**src/rtl/apb_rr_arbiter.sv**
```systemverilog
// rtl/apb_rr_arbiter.sv - two-requester round-robin arbiter driving one APB requester port (optional timeout: APB_ARB_TIMEOUT_EN)
module apb_rr_arbiter #(
    parameter int ADDR_WIDTH     = 12,
    parameter int DATA_WIDTH     = 32,
    parameter int TIMEOUT_CYCLES = 16
) (
    input  logic                    PCLK,
    input  logic                    PRESETn,
    input  logic [1:0]              req_valid,
    input  logic [1:0]              req_write,
    input  logic [2*ADDR_WIDTH-1:0] req_addr,
    input  logic [2*DATA_WIDTH-1:0] req_wdata,
    output logic [1:0]              req_ready,
    output logic [1:0]              rsp_valid,
    output logic [DATA_WIDTH-1:0]   rsp_rdata,
    output logic                    rsp_slverr,
    output logic [ADDR_WIDTH-1:0]   PADDR,
    output logic                    PSEL,
    output logic                    PENABLE,
    output logic                    PWRITE,
    output logic [DATA_WIDTH-1:0]   PWDATA,
    input  logic [DATA_WIDTH-1:0]   PRDATA,
    input  logic                    PREADY,
    input  logic                    PSLVERR
);

    typedef enum logic [1:0] {
        IDLE   = 2'd0,
        SETUP  = 2'd1,
        ACCESS = 2'd2
    } state_t;

    state_t state;
    state_t state_nxt;

    logic last_grant;   // requester granted most recently; reset to 1 so requester 0 wins first
    logic owner;        // requester that owns the transfer in flight
    logic winner;
    logic accept;
    logic done;
    logic timeout;

`ifdef APB_ARB_TIMEOUT_EN
    localparam int CNT_W = $clog2(TIMEOUT_CYCLES + 1);
    logic [CNT_W-1:0] wait_cnt;

    assign timeout = (state == ACCESS) && !PREADY
                     && (wait_cnt == CNT_W'(TIMEOUT_CYCLES - 1));

    // Count ACCESS cycles spent waiting for PREADY; cleared outside ACCESS
    always_ff @(posedge PCLK or negedge PRESETn) begin
        if (!PRESETn) begin
            wait_cnt <= '0;
        end else if (state != ACCESS) begin
            wait_cnt <= '0;
        end else if (!PREADY) begin
            wait_cnt <= wait_cnt + 1'b1;
        end
    end
`else
    assign timeout = 1'b0;
`endif

    // Round-robin pick: a lone requester always wins, on contention the one not granted last wins
    always_comb begin
        winner = 1'b0;
        case (req_valid)
            2'b01:   winner = 1'b0;
            2'b10:   winner = 1'b1;
            2'b11:   winner = ~last_grant;
            default: winner = 1'b0;
        endcase
    end

    // State register
    always_ff @(posedge PCLK or negedge PRESETn) begin
        if (!PRESETn) begin
            state <= IDLE;
        end else begin
            state <= state_nxt;
        end
    end

    // Next-state and APB control / accept strobes
    always_comb begin
        state_nxt = state;
        req_ready = 2'b00;
        PSEL      = 1'b0;
        PENABLE   = 1'b0;
        accept    = 1'b0;
        done      = 1'b0;
        case (state)
            IDLE: begin
                if (|req_valid) begin
                    req_ready = winner ? 2'b10 : 2'b01;
                    accept    = 1'b1;
                    state_nxt = SETUP;
                end
            end
            SETUP: begin
                PSEL      = 1'b1;
                state_nxt = ACCESS;
            end
            ACCESS: begin
                PSEL    = 1'b1;
                PENABLE = 1'b1;
                if (PREADY || timeout) begin
                    done      = 1'b1;
                    state_nxt = IDLE;
                end
            end
            default: state_nxt = IDLE;
        endcase
    end

    // Capture the accepted request and register the completion response
    always_ff @(posedge PCLK or negedge PRESETn) begin
        if (!PRESETn) begin
            PADDR      <= '0;
            PWDATA     <= '0;
            PWRITE     <= 1'b0;
            owner      <= 1'b0;
            last_grant <= 1'b1;
            rsp_valid  <= 2'b00;
            rsp_rdata  <= '0;
            rsp_slverr <= 1'b0;
        end else begin
            rsp_valid <= 2'b00;
            if (accept) begin
                PADDR      <= winner ? req_addr[2*ADDR_WIDTH-1:ADDR_WIDTH] : req_addr[ADDR_WIDTH-1:0];
                PWDATA     <= winner ? req_wdata[2*DATA_WIDTH-1:DATA_WIDTH] : req_wdata[DATA_WIDTH-1:0];
                PWRITE     <= req_write[winner];
                owner      <= winner;
                last_grant <= winner;
            end
            if (done) begin
                rsp_valid  <= owner ? 2'b10 : 2'b01;
                rsp_rdata  <= timeout ? '0 : PRDATA;
                rsp_slverr <= timeout | PSLVERR;
            end
        end
    end

endmodule

```
**config.mk**
```make
export PLATFORM = sky130hd
export DESIGN_NAME = apb_rr_arbiter
export DESIGN_NICKNAME = d
export VERILOG_FILES = /design/src/rtl/apb_rr_arbiter.sv
export SDC_FILE = /design/constraint.sdc
export NUM_CORES = 1
export LEC_CHECK = 0
export ABC_AREA = 1
export ABC_CLOCK_PERIOD_IN_PS = 2200
export CAP_MARGIN = 5
export CORE_MARGIN = 2
export CORE_UTILIZATION = 40
export CTS_BUF_LIST = sky130_fd_sc_hd__clkbuf_4
export DETAILED_ROUTE_END_ITERATION = 8
export PLACE_DENSITY = 0.85
export SYNTH_ARGS = -nofsm -noshare
export SYNTH_HDL_FRONTEND = slang
export SYNTH_SLANG_ARGS = --single-unit
export TNS_END_PERCENT = 1
```
**constraint.sdc**
```tcl
create_clock -name PCLK -period 2.2 [get_ports PCLK]
set_clock_uncertainty 0.1 [all_clocks]
set_input_delay 0.55 -clock PCLK [delete_from_list [all_inputs] [get_ports PCLK]]
set_output_delay 0.55 -clock PCLK [all_outputs]
set_load 0.005 [all_outputs]
```
==> metrics.txt <==
# TYPE chip_impl_metric gauge
chip_impl_metric{name="hold_slack",unit="ns"} 0.351
chip_impl_metric{name="io_buffers",unit=""} 211
chip_impl_metric{name="max_slew_margin",unit="%"} 56.0
chip_impl_metric{name="final-max-slew-violation-count",unit=""} 0
chip_impl_metric{name="max_cap_viol_count",unit=""} 0
chip_impl_metric{name="power.leakage",unit="nW"} 2.76
chip_impl_metric{name="dieHeight",unit="um"} 101
chip_impl_metric{name="maximum_operating_frequency",unit="MHz"} 470
chip_impl_info{name="slowest_stage",value="sky130_fd_sc_hd__clkdlybuf4s50_1"} 1
chip_impl_metric{name="floorplan_core_area",unit="mm^2"} 0.00920
chip_impl_info{name="startpoint_of_the_worst_slack_reg_to_reg_timing_path",value="state[1]"} 1
chip_impl_metric{name="fp.dieW",unit="um"} 101
chip_impl_metric{name="fillCellCount",unit=""} 748
chip_impl_metric{name="clock_tree.buffer_depth",unit=""} 2
chip_impl_info{name="most_used_cells_in_the_layout_excluding_fill_and_tap_cells",value="205 x sky130_fd_sc_hd__clkdlybuf4s50_1, 123 x sky130_fd_sc_hd__nand3_1, 119 x sky130_fd_sc_hd__nand2_1, 83 x sky130_fd_sc_hd__dfrtp_1, 45 x sky130_fd_sc_hd__nand4_1"} 1
chip_impl_metric{name="post_synthesis_cell_count",unit=""} 434
chip_impl_metric{name="final.min_clock_period",unit="ns"} 2.13
chip_impl_metric{name="vdd.ir_drop.worst",unit="V"} 0.000563
chip_impl_metric{name="yosys_register_bits",unit=""} 84
chip_impl_metric{name="ios",unit=""} 212
chip_impl_metric{name="final_worst_path_setup_slack",unit="ns"} 0.0723
chip_impl_metric{name="floorplan.die_area",unit="mm^2"} 0.0103
chip_impl_metric{name="detailedRoute.firstIterationViolations",unit=""} 170
chip_impl_info{name="status",value="finished, final reports clean"} 1
chip_impl_metric{name="first_pass_drt_iterations",unit=""} 5
chip_impl_info{name="worst_hold_path_type",value="flop to flop"} 1
chip_impl_metric{name="postPlaceCellArea",unit="mm^2"} 0.00597
chip_impl_metric{name="final_hold_viol_count",unit=""} 0
chip_impl_metric{name="clock_latency",unit="ns"} 0.42
chip_impl_metric{name="synth.yosys.seq_area_share",unit="%"} 55.6
chip_impl_metric{name="power_density",unit="mW/mm^2"} 1180
chip_impl_metric{name="share_seq_of_total_power",unit="%"} 37.4
chip_impl_metric{name="detail-route-antenna-nets",unit=""} 0
chip_impl_metric{name="place_ws",unit="ns"} -0.439
chip_impl_metric{name="report.final.setup_viol",unit=""} 0
chip_impl_metric{name="wire_per_inst",unit="um"} 17.0
chip_impl_metric{name="cts-htree-levels",unit=""} 3
chip_impl_metric{name="timing.critical_path.arrival",unit="ns"} 1.48
chip_impl_metric{name="diodes",unit=""} 0
chip_impl_metric{name="numCtsBuffers",unit=""} 9
chip_impl_metric{name="clock_sink_count",unit=""} 84
chip_impl_metric{name="grt_start_max_net_pins",unit=""} 48
chip_impl_metric{name="period_share",unit="%"} 96.7
chip_impl_info{name="timing.critical_path.cells",value="clkdlybuf4s50_1 > buf_4 > o21ai_4 > nor2_1 > buf_2"} 1
chip_impl_metric{name="critical_path_peak_fanout",unit=""} 2
chip_impl_metric{name="tightest_slew",unit="ns"} 0.659
chip_impl_metric{name="syn_area",unit="mm^2"} 0.00379
chip_impl_metric{name="synthDistinctLibCells",unit=""} 18
chip_impl_metric{name="clock_power_share",unit="%"} 10.7
chip_impl_metric{name="row_count",unit=""} 35
chip_impl_metric{name="power_switching",unit="W"} 0.00270
chip_impl_metric{name="detailroute.via_count",unit=""} 3961
chip_impl_metric{name="critical_path_required",unit="ns"} 1.55
chip_impl_metric{name="post-route-cell-area",unit="mm^2"} 0.00611
chip_impl_metric{name="area_growth_syn_to_layout",unit="%"} 61.4
chip_impl_info{name="tritoncts",value="yes"} 1
chip_impl_metric{name="start_util",unit="%"} 41.2
chip_impl_info{name="worst_setup_path_startpoint",value="req_valid[0]"} 1
chip_impl_metric{name="async_flop_share",unit="%"} 100
chip_impl_metric{name="layout-drive-gt1-share",unit="%"} 7.19
chip_impl_metric{name="final_core_util",unit="%"} 66.4
chip_impl_metric{name="antenna_found_initial",unit=""} 0
chip_impl_metric{name="clkTransAtPathRegs",unit="ns"} 0.15
chip_impl_metric{name="avgSynthCellArea",unit="um^2"} 8.72
chip_impl_info{name="synth_top_flop_cell",value="sky130_fd_sc_hd__dfrtp_1"} 1
chip_impl_metric{name="gr-total-overflow",unit=""} 0
chip_impl_metric{name="switching_share",unit="%"} 37.5
chip_impl_metric{name="global_placement_routability_congestion",unit=""} 0.795
chip_impl_metric{name="dp_hpwl",unit="um"} 8860
chip_impl_metric{name="p_int",unit="W"} 0.00449
chip_impl_metric{name="grt_pass1_wl",unit="um"} 19500
chip_impl_metric{name="via_count_of_the_first_global_routing_pass",unit=""} 4044
chip_impl_metric{name="cpPeakStageDelay",unit="ns"} 0.49
chip_impl_metric{name="synth_fp_nets",unit=""} 565
chip_impl_info{name="timing.critical_path.to_type",value="primary output"} 1
chip_impl_info{name="cts-root-buf",value="sky130_fd_sc_hd__clkbuf_4"} 1
chip_impl_info{name="criticalPathCategory",value="primary input to primary output"} 1
chip_impl_metric{name="comb_power_share",unit="%"} 51.9
chip_impl_info{name="rsz_0062_raised_after_global_routing",value="false"} 1
chip_impl_metric{name="grt_use_total",unit="%"} 24.2
chip_impl_metric{name="final_net_count",unit=""} 766
chip_impl_metric{name="route.detailed.drc",unit=""} 0
chip_impl_info{name="worstSetupStartpointType",value="primary input"} 1
chip_impl_info{name="layout.cells.most_common",value="sky130_fd_sc_hd__clkdlybuf4s50_1"} 1
chip_impl_metric{name="synth_edf_count",unit=""} 0
chip_impl_info{name="min-delay-start",value="owner"} 1
chip_impl_metric{name="routed_wirelength",unit="um"} 12700
chip_impl_metric{name="yosys_warnings",unit=""} 0
chip_impl_metric{name="drt-vias-per-instance",unit=""} 5.27
per-stage QoR:
stage / setup TNS [ns] / instances / total power, W
finish: 0 / 751 / 0.00719
global route: 0 / 751 / 0.00772
CTS: 0 / 750 / 0.00721
detailed placement: -17.12 / 732 / 0.00642
global placement: -14.09 / 732 / 0.00630
floorplan: 0 / 434 / 0.00427
synth_stat cells, types with 2 or more instances:
cell                       instances  area (um^2)
sky130_fd_sc_hd__nand3_1         123          616
sky130_fd_sc_hd__o21ai_0           2         10.0
sky130_fd_sc_hd__o21ai_1           2         10.0
sky130_fd_sc_hd__nand4_1          45          282
sky130_fd_sc_hd__clkbuf_1         17         63.8
sky130_fd_sc_hd__ha_1              3         37.5
sky130_fd_sc_hd__dfrtp_1          83         2080
sky130_fd_sc_hd__buf_4             6         45.0
sky130_fd_sc_hd__buf_2            14         70.1
sky130_fd_sc_hd__inv_2             2         7.51
sky130_fd_sc_hd__buf_6             3         33.8
sky130_fd_sc_hd__nor2_1            5         18.8
sky130_fd_sc_hd__inv_1             5         18.8
sky130_fd_sc_hd__nand2_1         120          450
power by group through the flow:
| stage | clock [W] | combinational [W] | sequential (W) |
|---|---|---|---|
| finish | 0.000767 | 0.00373 | 0.00269 |
| global route | 0.000841 | 0.00411 | 0.00277 |
| CTS | 0.000786 | 0.00373 | 0.00269 |
| detailed placement | 0 | 0.00372 | 0.00270 |
| global placement | 0 | 0.00361 | 0.00269 |
| floorplan | 0 | 0.00154 | 0.00273 |
area by class of cell:
cell class / instances / area [um^2] / area share (%)
multi-input combinational: 304 / 1490 / 24.4
sequential: 84 / 2100 / 34.4
timing repair buffer: 229 / 2240 / 36.7
tap: 111 / 139 / 2.27
inverter: 7 / 26.3 / 0.430
clock inverter: 7 / 43.8 / 0.717
clock buffer: 9 / 67.6 / 1.11
kinds of logic (layout without fill, tap and decap cells):
logic type | count (synthesis) | after routing | share of synthesized area, %
buffers and inverters | 47 | 252 | 6.31
adders and majority gates | 3 | 3 | 0.992
and+or+nand+nor | 295 | 296 | 36.4
DFF | 84 | 84 | 55.6
AOI/OAI and AO/OA | 5 | 5 | 0.727
per-layer routing:
metal | track usage [%] | routed length [um] | vias up
li1 | - | - | 1893
met1 | 28.3 | 5160 | 1851
met2 | 41.2 | 6150 | 191
met3 | 8.07 | 1130 | 26
met4 | 9.67 | 303 | 0
met5 | 0 | 0 | -
path summary, 6_finish.rpt:
check,end,cells past startpoint,slack [ns]
hold reg to reg,rsp_valid[0],1,0.35
max in group asynchronous,rsp_rdata[28],3,0.82
hold / removal,rsp_valid[0],1,0.35
min in group asynchronous,rsp_rdata[30],2,0.51
setup reg to reg,PWDATA[15],6,0.41
setup / recovery,req_ready[0],5,0.07
critical path: cells and delay by family:
family | cells | cell delay, ns
buf+inv | 3 | 0.76
simple gates | 1 | 0.11
compound gates | 1 | 0.05
registers in the layout (all words and copies together) (netlist names):
| name | flops |
|---|---|
| PADDR | 12 |
| PWDATA | 32 |
| PWRITE | 1 |
| last_grant | 1 |
| owner | 1 |
| rsp_rdata | 32 |
| rsp_slverr | 1 |
| rsp_valid | 2 |
| state | 2 |
timing repair:
item / CTS / global route
cloned: 0 / 1
setup buffers: 1 / 0
endpoints found under the setup margin: 5 / 41
gates resized for setup: 12 / 1
hold endpoints to repair: 30 / 0
hold buffers: 1 / 0
pin swaps: 0 / 1
Power figures use the tool's default switching activity.
